===== config.mk =====
export PLATFORM = sky130hd
export DESIGN_NAME = sdram_port_arbiter
export DESIGN_NICKNAME = d
export VERILOG_FILES = /design/src/rtl/sdram_port_arbiter.sv
export SDC_FILE = /design/constraint.sdc
export NUM_CORES = 2
export LEC_CHECK = 0
export CAP_MARGIN = 25
export CELL_PAD_IN_SITES_DETAIL_PLACEMENT = 1
export CELL_PAD_IN_SITES_GLOBAL_PLACEMENT = 2
export CORE_AREA = 8 8 447 449
export CTS_CLUSTER_DIAMETER = 40
export DETAILED_ROUTE_END_ITERATION = 10
export DIE_AREA = 0 0 455 457
export PLACE_DENSITY_LB_ADDON = 0.1
export SYNTH_ARGS = -nofsm -noshare
export SYNTH_HDL_FRONTEND = slang
export SYNTH_SLANG_ARGS = --single-unit

===== constraint.sdc =====
create_clock -name clk -period 2.7 [get_ports clk]
set_input_delay 0.27 -clock clk [delete_from_list [all_inputs] [get_ports clk]]
set_output_delay 0.27 -clock clk [all_outputs]
set_load 0.005 [all_outputs]

===== src/rtl/sdram_port_arbiter.sv =====
// Round-robin arbiter sharing one sdram wrapper port among NUM_CLIENTS level-handshake requesters.
// Turns held client requests into single-cycle mem_wr/mem_rd pulses, with a watchdog on mem_ready.
module sdram_port_arbiter #(
  parameter int NUM_CLIENTS    = 4,
  parameter int ADDR_WIDTH     = 31,
  parameter int DATA_WIDTH     = 32,
  parameter int DQM_WIDTH      = 4,
  parameter int BURST_WIDTH    = 128,
  parameter int TIMEOUT_CYCLES = 1023
) (
  input  logic                                    clk,
  input  logic                                    reset,
  input  logic [NUM_CLIENTS-1:0]                  client_req,
  input  logic [NUM_CLIENTS-1:0]                  client_we,
  input  logic [NUM_CLIENTS-1:0][ADDR_WIDTH-1:0]  client_addr,
  input  logic [NUM_CLIENTS-1:0][DATA_WIDTH-1:0]  client_data,
  input  logic [NUM_CLIENTS-1:0][DQM_WIDTH-1:0]   client_be,
  output logic [NUM_CLIENTS-1:0]                  client_ack,
  output logic                                    client_err,
  output logic [NUM_CLIENTS-1:0][DATA_WIDTH-1:0]  client_q,
  output logic [NUM_CLIENTS-1:0][BURST_WIDTH-1:0] client_q_burst,
  output logic [ADDR_WIDTH-1:0]                   mem_addr,
  output logic [DATA_WIDTH-1:0]                   mem_data,
  output logic [DQM_WIDTH-1:0]                    mem_be,
  output logic                                    mem_wr,
  output logic                                    mem_rd,
  input  logic                                    mem_available,
  input  logic                                    mem_ready,
  input  logic [DATA_WIDTH-1:0]                   mem_q,
  input  logic [BURST_WIDTH-1:0]                  mem_q_burst,
  output logic                                    busy
);

  localparam int          IDX_W = (NUM_CLIENTS > 1) ? $clog2(NUM_CLIENTS) : 1;
  localparam int          CNT_W = $clog2(TIMEOUT_CYCLES + 1);
  localparam int unsigned N     = NUM_CLIENTS;

  typedef enum logic [1:0] {IDLE, ISSUE, WAIT, RECOVER} state_t;

  state_t                 state;
  logic [IDX_W-1:0]       rr_last;
  logic [IDX_W-1:0]       grant;
  logic [IDX_W-1:0]       pick;
  logic                   found;
  logic                   we_latched;
  logic [CNT_W-1:0]       count;
  logic [NUM_CLIENTS-1:0] acked_last;
  logic [NUM_CLIENTS-1:0] eligible;

  // A client still holding req right after its ack sits out one arbitration.
  assign eligible = client_req & ~acked_last;
  assign busy     = (state != IDLE);

  always_comb begin
    int unsigned idx;
    idx   = 0;
    found = 1'b0;
    pick  = rr_last;
    for (int unsigned k = 1; k <= N; k++) begin
      idx = (32'(rr_last) + k) % N;
      if (!found && eligible[IDX_W'(idx)]) begin
        found = 1'b1;
        pick  = IDX_W'(idx);
      end
    end
  end

  always_ff @(posedge clk) begin
    if (reset) begin
      state          <= IDLE;
      rr_last        <= IDX_W'(NUM_CLIENTS - 1);
      grant          <= '0;
      we_latched     <= 1'b0;
      count          <= '0;
      acked_last     <= '0;
      client_ack     <= '0;
      client_err     <= 1'b0;
      client_q       <= '0;
      client_q_burst <= '0;
      mem_addr       <= '0;
      mem_data       <= '0;
      mem_be         <= '0;
      mem_wr         <= 1'b0;
      mem_rd         <= 1'b0;
    end else begin
      acked_last <= client_ack;
      client_ack <= '0;
      client_err <= 1'b0;
      mem_wr     <= 1'b0;
      mem_rd     <= 1'b0;
      case (state)
        IDLE: begin
          if (mem_available && found) begin
            grant      <= pick;
            rr_last    <= pick;
            mem_addr   <= client_addr[pick];
            mem_data   <= client_data[pick];
            mem_be     <= client_be[pick];
            we_latched <= client_we[pick];
            mem_wr     <= client_we[pick];
            mem_rd     <= ~client_we[pick];
            state      <= ISSUE;
          end
        end
        ISSUE: begin
          count <= '0;
          state <= WAIT;
        end
        WAIT: begin
          // mem_ready takes priority over an expiring watchdog in the same cycle.
          if (mem_ready) begin
            if (!we_latched) begin
              client_q[grant]       <= mem_q;
              client_q_burst[grant] <= mem_q_burst;
            end
            client_ack[grant] <= 1'b1;
            state             <= RECOVER;
          end else if (count == CNT_W'(TIMEOUT_CYCLES)) begin
            client_ack[grant] <= 1'b1;
            client_err        <= 1'b1;
            state             <= RECOVER;
          end else begin
            count <= count + 1'b1;
          end
        end
        RECOVER: begin
          count <= '0;
          state <= IDLE;
        end
        default: state <= IDLE;
      endcase
    end
  end

endmodule


After elaboration in Yosys (flattened, before gate mapping)
Index checks and enable logic that the tools add are counted.
- bits in registers: 735
- input port bits: 440
- output and inout port bits: 715
- word-level logic and storage cells: 109
- $add $sub $neg: 5
- magnitude comparators: 7
- eq/ne operators: 8
- mux-type cells: 42
- bitwise logic cells: 7
- reduce and logical (&&, ||, !) cells: 19
- operator list (operator ; number):
    $bwmux W512 ; 1
    $demux W128 S2 ; 1
    $bwmux W128 ; 1
    $mux W128 ; 1
    $bmux W32 S2 ; 1
    $demux W32 S2 ; 1
    $mux W32 ; 2
    $bmux W31 S2 ; 1
    $mux W31 ; 1
    $mux W10 ; 2
    $pmux W10 S2 ; 1
    $lt A2 B3 Y1 const B ; 6
    $mux W2 ; 7
    $mux W4 ; 3
    $mux W1 ; 11
    $add A10 B1 Y10 const B ; 1
    $bmux W1 S2 ; 5
    $eq A10 B10 Y1 const B ; 1
    $bmux W4 S2 ; 1
    $pmux W2 S4 ; 1
    $ne A2 B2 Y1 const B ; 3
    $reduce_and A3 Y1 ; 2
    $reduce_or A3 Y1 ; 2
    $logic_and A1 B1 Y1 ; 5
    other kinds (15) ; 27

Logic depth before layout (Yosys ltp)
- depth after elaboration: 17
- gate-level depth with buffers: 10
- depth with buffers taken out: 7

Worst setup path after synthesis
No wires, ideal clock.
- path kind: reg2reg
- from: register state[0]
- to: register client_q_burst[27] in the netlist's numbering
- library setup time: 132 ps
- arrival: 1849 ps
- required time: 2568 ps
- path slack: 719 ps
- stages on the path, launching flop included: 11
- path buffers: 4
- period minus slack after synthesis: 1981 ps
- path through: dfxtp_1 > inv_1 > ha_1 > buf_2 > nand2_1 > or4_1 > clkbuf_1 > buf_2 > buf_1 > nand2_1 > a21oi_1
- longest elaborated chain between the ends: 2
- ends and longest elaborated chain (item ; RTL line ; source):
    from (decl) ; 40 ; state_t state;
    from (signal assigned) ; 70 ; state <= IDLE;
    from (signal assigned) ; 102 ; state <= ISSUE;
    from (signal assigned) ; 107 ; state <= WAIT;
    $eq A2 B2 Y1 ; 91 ; case (state)
    $reduce_and A3 Y1 (no line) ; n/a ;
    to (signal, indexed assignment) ; 114 ; client_q_burst[grant] <= mem_q_burst;
    to (decl) ; 21 ; output logic [NUM_CLIENTS-1:0][BURST_WIDTH-1:0] client_q_burst,
No other way between the ends.
A chain may end at the register's enable or synchronous reset.

Worst setup path after layout
- from: register state[0]
- to: register client_q_burst[200] in the netlist's numbering
The elaborated chain is that of the path after synthesis.

==> flow_metrics.py <==
metrics = {
    "setup_path": {
        "arrival_ps": 3100,
        "cp_slowest_cell": "or3_4",
        "crit_path_end_kind": "flip-flop",
        "critical_path.top_delay_family": "simple AND/OR/NAND/NOR gates",
        "crit_fanout": 106,
        "worstPathRequired_ps": 3350,
        "worstPathCellList": "inv_1, ha_1, nand3_1, or3_4, buf_12, nand2_1, a21oi_1",
        "cpPeakStageDelay_ps": 430,
        "critPathLaunchType": "flip-flop",
        "worst-setup-path-type": "flip-flop to flip-flop",
        "crit_buf_inv": 2,
    },
    "run_status": {
        "status": "completed",
    },
    "cts": {
        "cts_tree": "yes",
        "clk_pin_slew_ps": 40,
        "cts_buffers": 201,
        "cts_setup_buffers": 0,
        "clk_latency_ps": 840,
        "cts_sinks": 735,
        "ctsHtreeMaxLevel": 4,
        "cts_buffer_depth": 3,
        "cts-root-buf": "clkbuf_16",
    },
    "timing": {
        "hold_viol_final": 0,
        "drv_slew": 0,
        "final.period_utilization_pct": 90.8,
        "fin_setup_tns_ps": 0,
        "hold-worst-slack_ps": 108,
        "skew_ps": 60.0,
        "rsz0062_at_grt": "no",
        "max_slew.worst_pin.slew_ps": 1200,
        "fmax_ghz": 0.408,
        "finalWorstPathRequiredPeriod_ps": 2450,
        "slew_headroom_pct": 20.1,
        "setup_viol": 0,
    },
    "logic_synthesis": {
        "synth_cell_type_count": 53,
        "synth_area_leaders": "dfxtp_1, nand2_1, a21oi_1",
        "yosysTopAreaCellShare_pct": 51.3,
        "synth-seq-cells": 735,
        "synth-edff-count": 0,
        "postSynthAreaPerCell_um2": 7.91,
        "netlist_instances": 3627,
        "synthFlopType": "dfxtp_1",
        "synth_nets": 4073,
        "synth.cell_area_mm2": 0.0287,
        "async_flop_share_pct": 0,
        "yosys_warnings": 0,
        "synth_area_leader_cell": "dfxtp_1",
        "ys_seq_area_share_pct": 51.3,
    },
    "place": {
        "placedCellCount": 7107,
        "routabilityCongestion": 0.763,
        "dp_hpwl_mm": 142,
        "portBuffers": 1154,
    },
    "floorplanning": {
        "die-area_mm2": 0.208,
        "core_mm2": 0.193,
        "die_height_um": 457,
        "num_io_pins": 1155,
        "fp.dieW_um": 455,
        "start_util_pct": 14.9,
        "num_rows": 162,
    },
    "global_route": {
        "antenna_found_initial": 55,
        "grt_start_max_net_pins": 157,
        "grt_usage_pct": 18.0,
        "grt_pass1_wl_mm": 268,
        "grt_pass1_vias": 31700,
        "grt_overflow": 0,
    },
    "power_and_ir_drop": {
        "p_per_area_mw_per_mm2": 847,
        "p_leak_nw": 17.4,
        "peakVddDrop_mv": 0.504,
    },
    "route": {
        "routed_wl_mm": 195,
        "drt-wirelength-per-cell_um": 26.0,
        "initialDrtViolationCount": 1283,
        "antenna_left": 0,
        "vias": 30200,
        "vias_per_cell": 4.03,
        "drt_pre_antenna_iters": 5,
        "drc_errors": 0,
    },
    "layout": {
        "area_growth_pct": 76.3,
        "fin_util_pct": 26.2,
        "layout-drive-gt1-share_pct": 8.81,
        "final_nets": 5218,
        "fin_cells": 7497,
        "nFillCells": 22400,
    },
    "min_path": {
        "hold_class": "primary input to flip-flop",
    },
    "job": {
        "drv_cap": 0,
    },
}
-- what timing repair did --
item                       CTS  global route
setup endpoints to repair    1             0
resized for setup            1             0
hold endpoints to repair    88             0
hold buffers                 4             0
-- synth_stat cells (2+ instances only) --
library cell,n
a21o_1,2
mux2i_1,140
ha_1,6
o21bai_1,2
nand4_1,2
nor2b_1,6
nor3_2,2
or3_1,2
nor4_2,2
nor2_1,19
buf_6,5
and2b_1,2
a41o_1,2
a21oi_1,644
nor3_1,6
nand2b_1,7
buf_4,2
nor3b_1,3
buf_1,12
nor4_1,4
a211oi_1,4
o21a_1,2
xnor2_1,3
clkbuf_1,204
and3_1,2
o22ai_1,2
nand2_1,1352
a2111oi_0,134
a31oi_1,2
buf_2,84
and2_1,4
nand3_1,5
o211ai_1,67
dfxtp_1,735
inv_1,139
-- state kept, by name (all words and copies together), names as in the netlist --
name            cells
acked_last          4
client_ack          4
client_err          1
client_q          128
client_q_burst    512
count              10
grant               2
mem_addr           31
mem_be              4
mem_data           32
mem_rd              1
mem_wr              1
rr_last             2
state               2
we_latched          1
-- cell usage in the layout, fill, tap and decap left out, types with 4 or more instances in the layout --
master              n
mux2i_1           140
clkbuf_1           42
ha_1                6
clkinv_16           8
clkinvlp_4          9
clkbuf_8           36
o211ai_1           67
nor2b_1             6
nor3_1              6
clkinv_4           10
nor4_1              4
inv_1             139
dlygate4sd3_1       4
clkdlybuf4s50_1  1152
buf_12             44
dfxtp_1           734
a2111oi_0         134
a21oi_1           644
and2_1              4
bufinv_16          23
nand3_1             5
clkinv_2           29
nand2b_1            7
nand2_1          1352
buf_4              47
diode_2            20
clkbuf_16         202
nor2_1             18
-- report_power, final --
part	internal [mW]	switching, mW	leakage, nW
Sequential	11.5	0.377	5.93
Combinational	2.81	3.51	8.08
Clock	16.8	7.81	3.41
Total	31.2	11.7	17.4
-- per-layer routing --
layer / vias up / GRT usage, % / part of all wire [%]
li1: 14400 / - / -
met1: 14500 / 19.3 / 38
met2: 913 / 32.0 / 50
met3: 299 / 7.20 / 8.9
met4: 36 / 6.05 / 2.9
met5: - / 0 / 0.12
-- worst reg2reg max path: stages, from the launching register on --
cell and delay (ps):
dfxtp_1 330, inv_1 110, ha_1 220, nand3_1 240, or3_4 430, buf_12 180
nand2_1 720, a21oi_1 80
-- cells by family after synthesis --
kind of cell    Yosys count  share of synthesized area (%)
flops                   735                           51.3
fa+ha+maj                 6                          0.262
xor+xnor                  4                          0.122
compound gates          870                           17.8
simple gates           1426                           19.2
buf+inv                 446                           6.36
mux                     140                           4.88
-- area by class of cell --
cell class / instances / area (µm²) / share of cell area (%)
clock inverter: 86 / 1330 / 2.62
clock buffer: 280 / 5710 / 11.3
multi-input combinational: 2446 / 12200 / 24.2
antenna: 20 / 50.0 / 0.0990
tap: 2542 / 3180 / 6.29
inverter: 139 / 522 / 1.03
sequential: 735 / 14700 / 29.1
timing repair buffer: 1249 / 12800 / 25.4
-- final timing paths --
kind	startpoint	end	slack, ps	depth (start not counted)
min	mem_q_burst[117]	client_q_burst[373]$_SDFFE_PP0P_	110	3
min reg2reg	client_q_burst[342]$_SDFFE_PP0P_	client_q_burst[342]$_SDFFE_PP0P_	450	2
max	state[0]$_SDFFE_PP0P_	client_q_burst[200]$_SDFFE_PP0P_	250	7
max reg2reg	state[0]$_SDFFE_PP0P_	client_q_burst[200]$_SDFFE_PP0P_	250	7
-- per-stage QoR --
stage	power, mW	cell area (µm²)	setup slack [ps]
after floorplan	14.6	28700	719
after global placement	18.6	43500	-81.9
after detailed placement	18.6	43500	-71.3
after CTS	43.8	50500	169
after global routing	44.7	50600	97.0
final	42.8	50600	249
No activity file was read; power rests on OpenSTA's default activity.
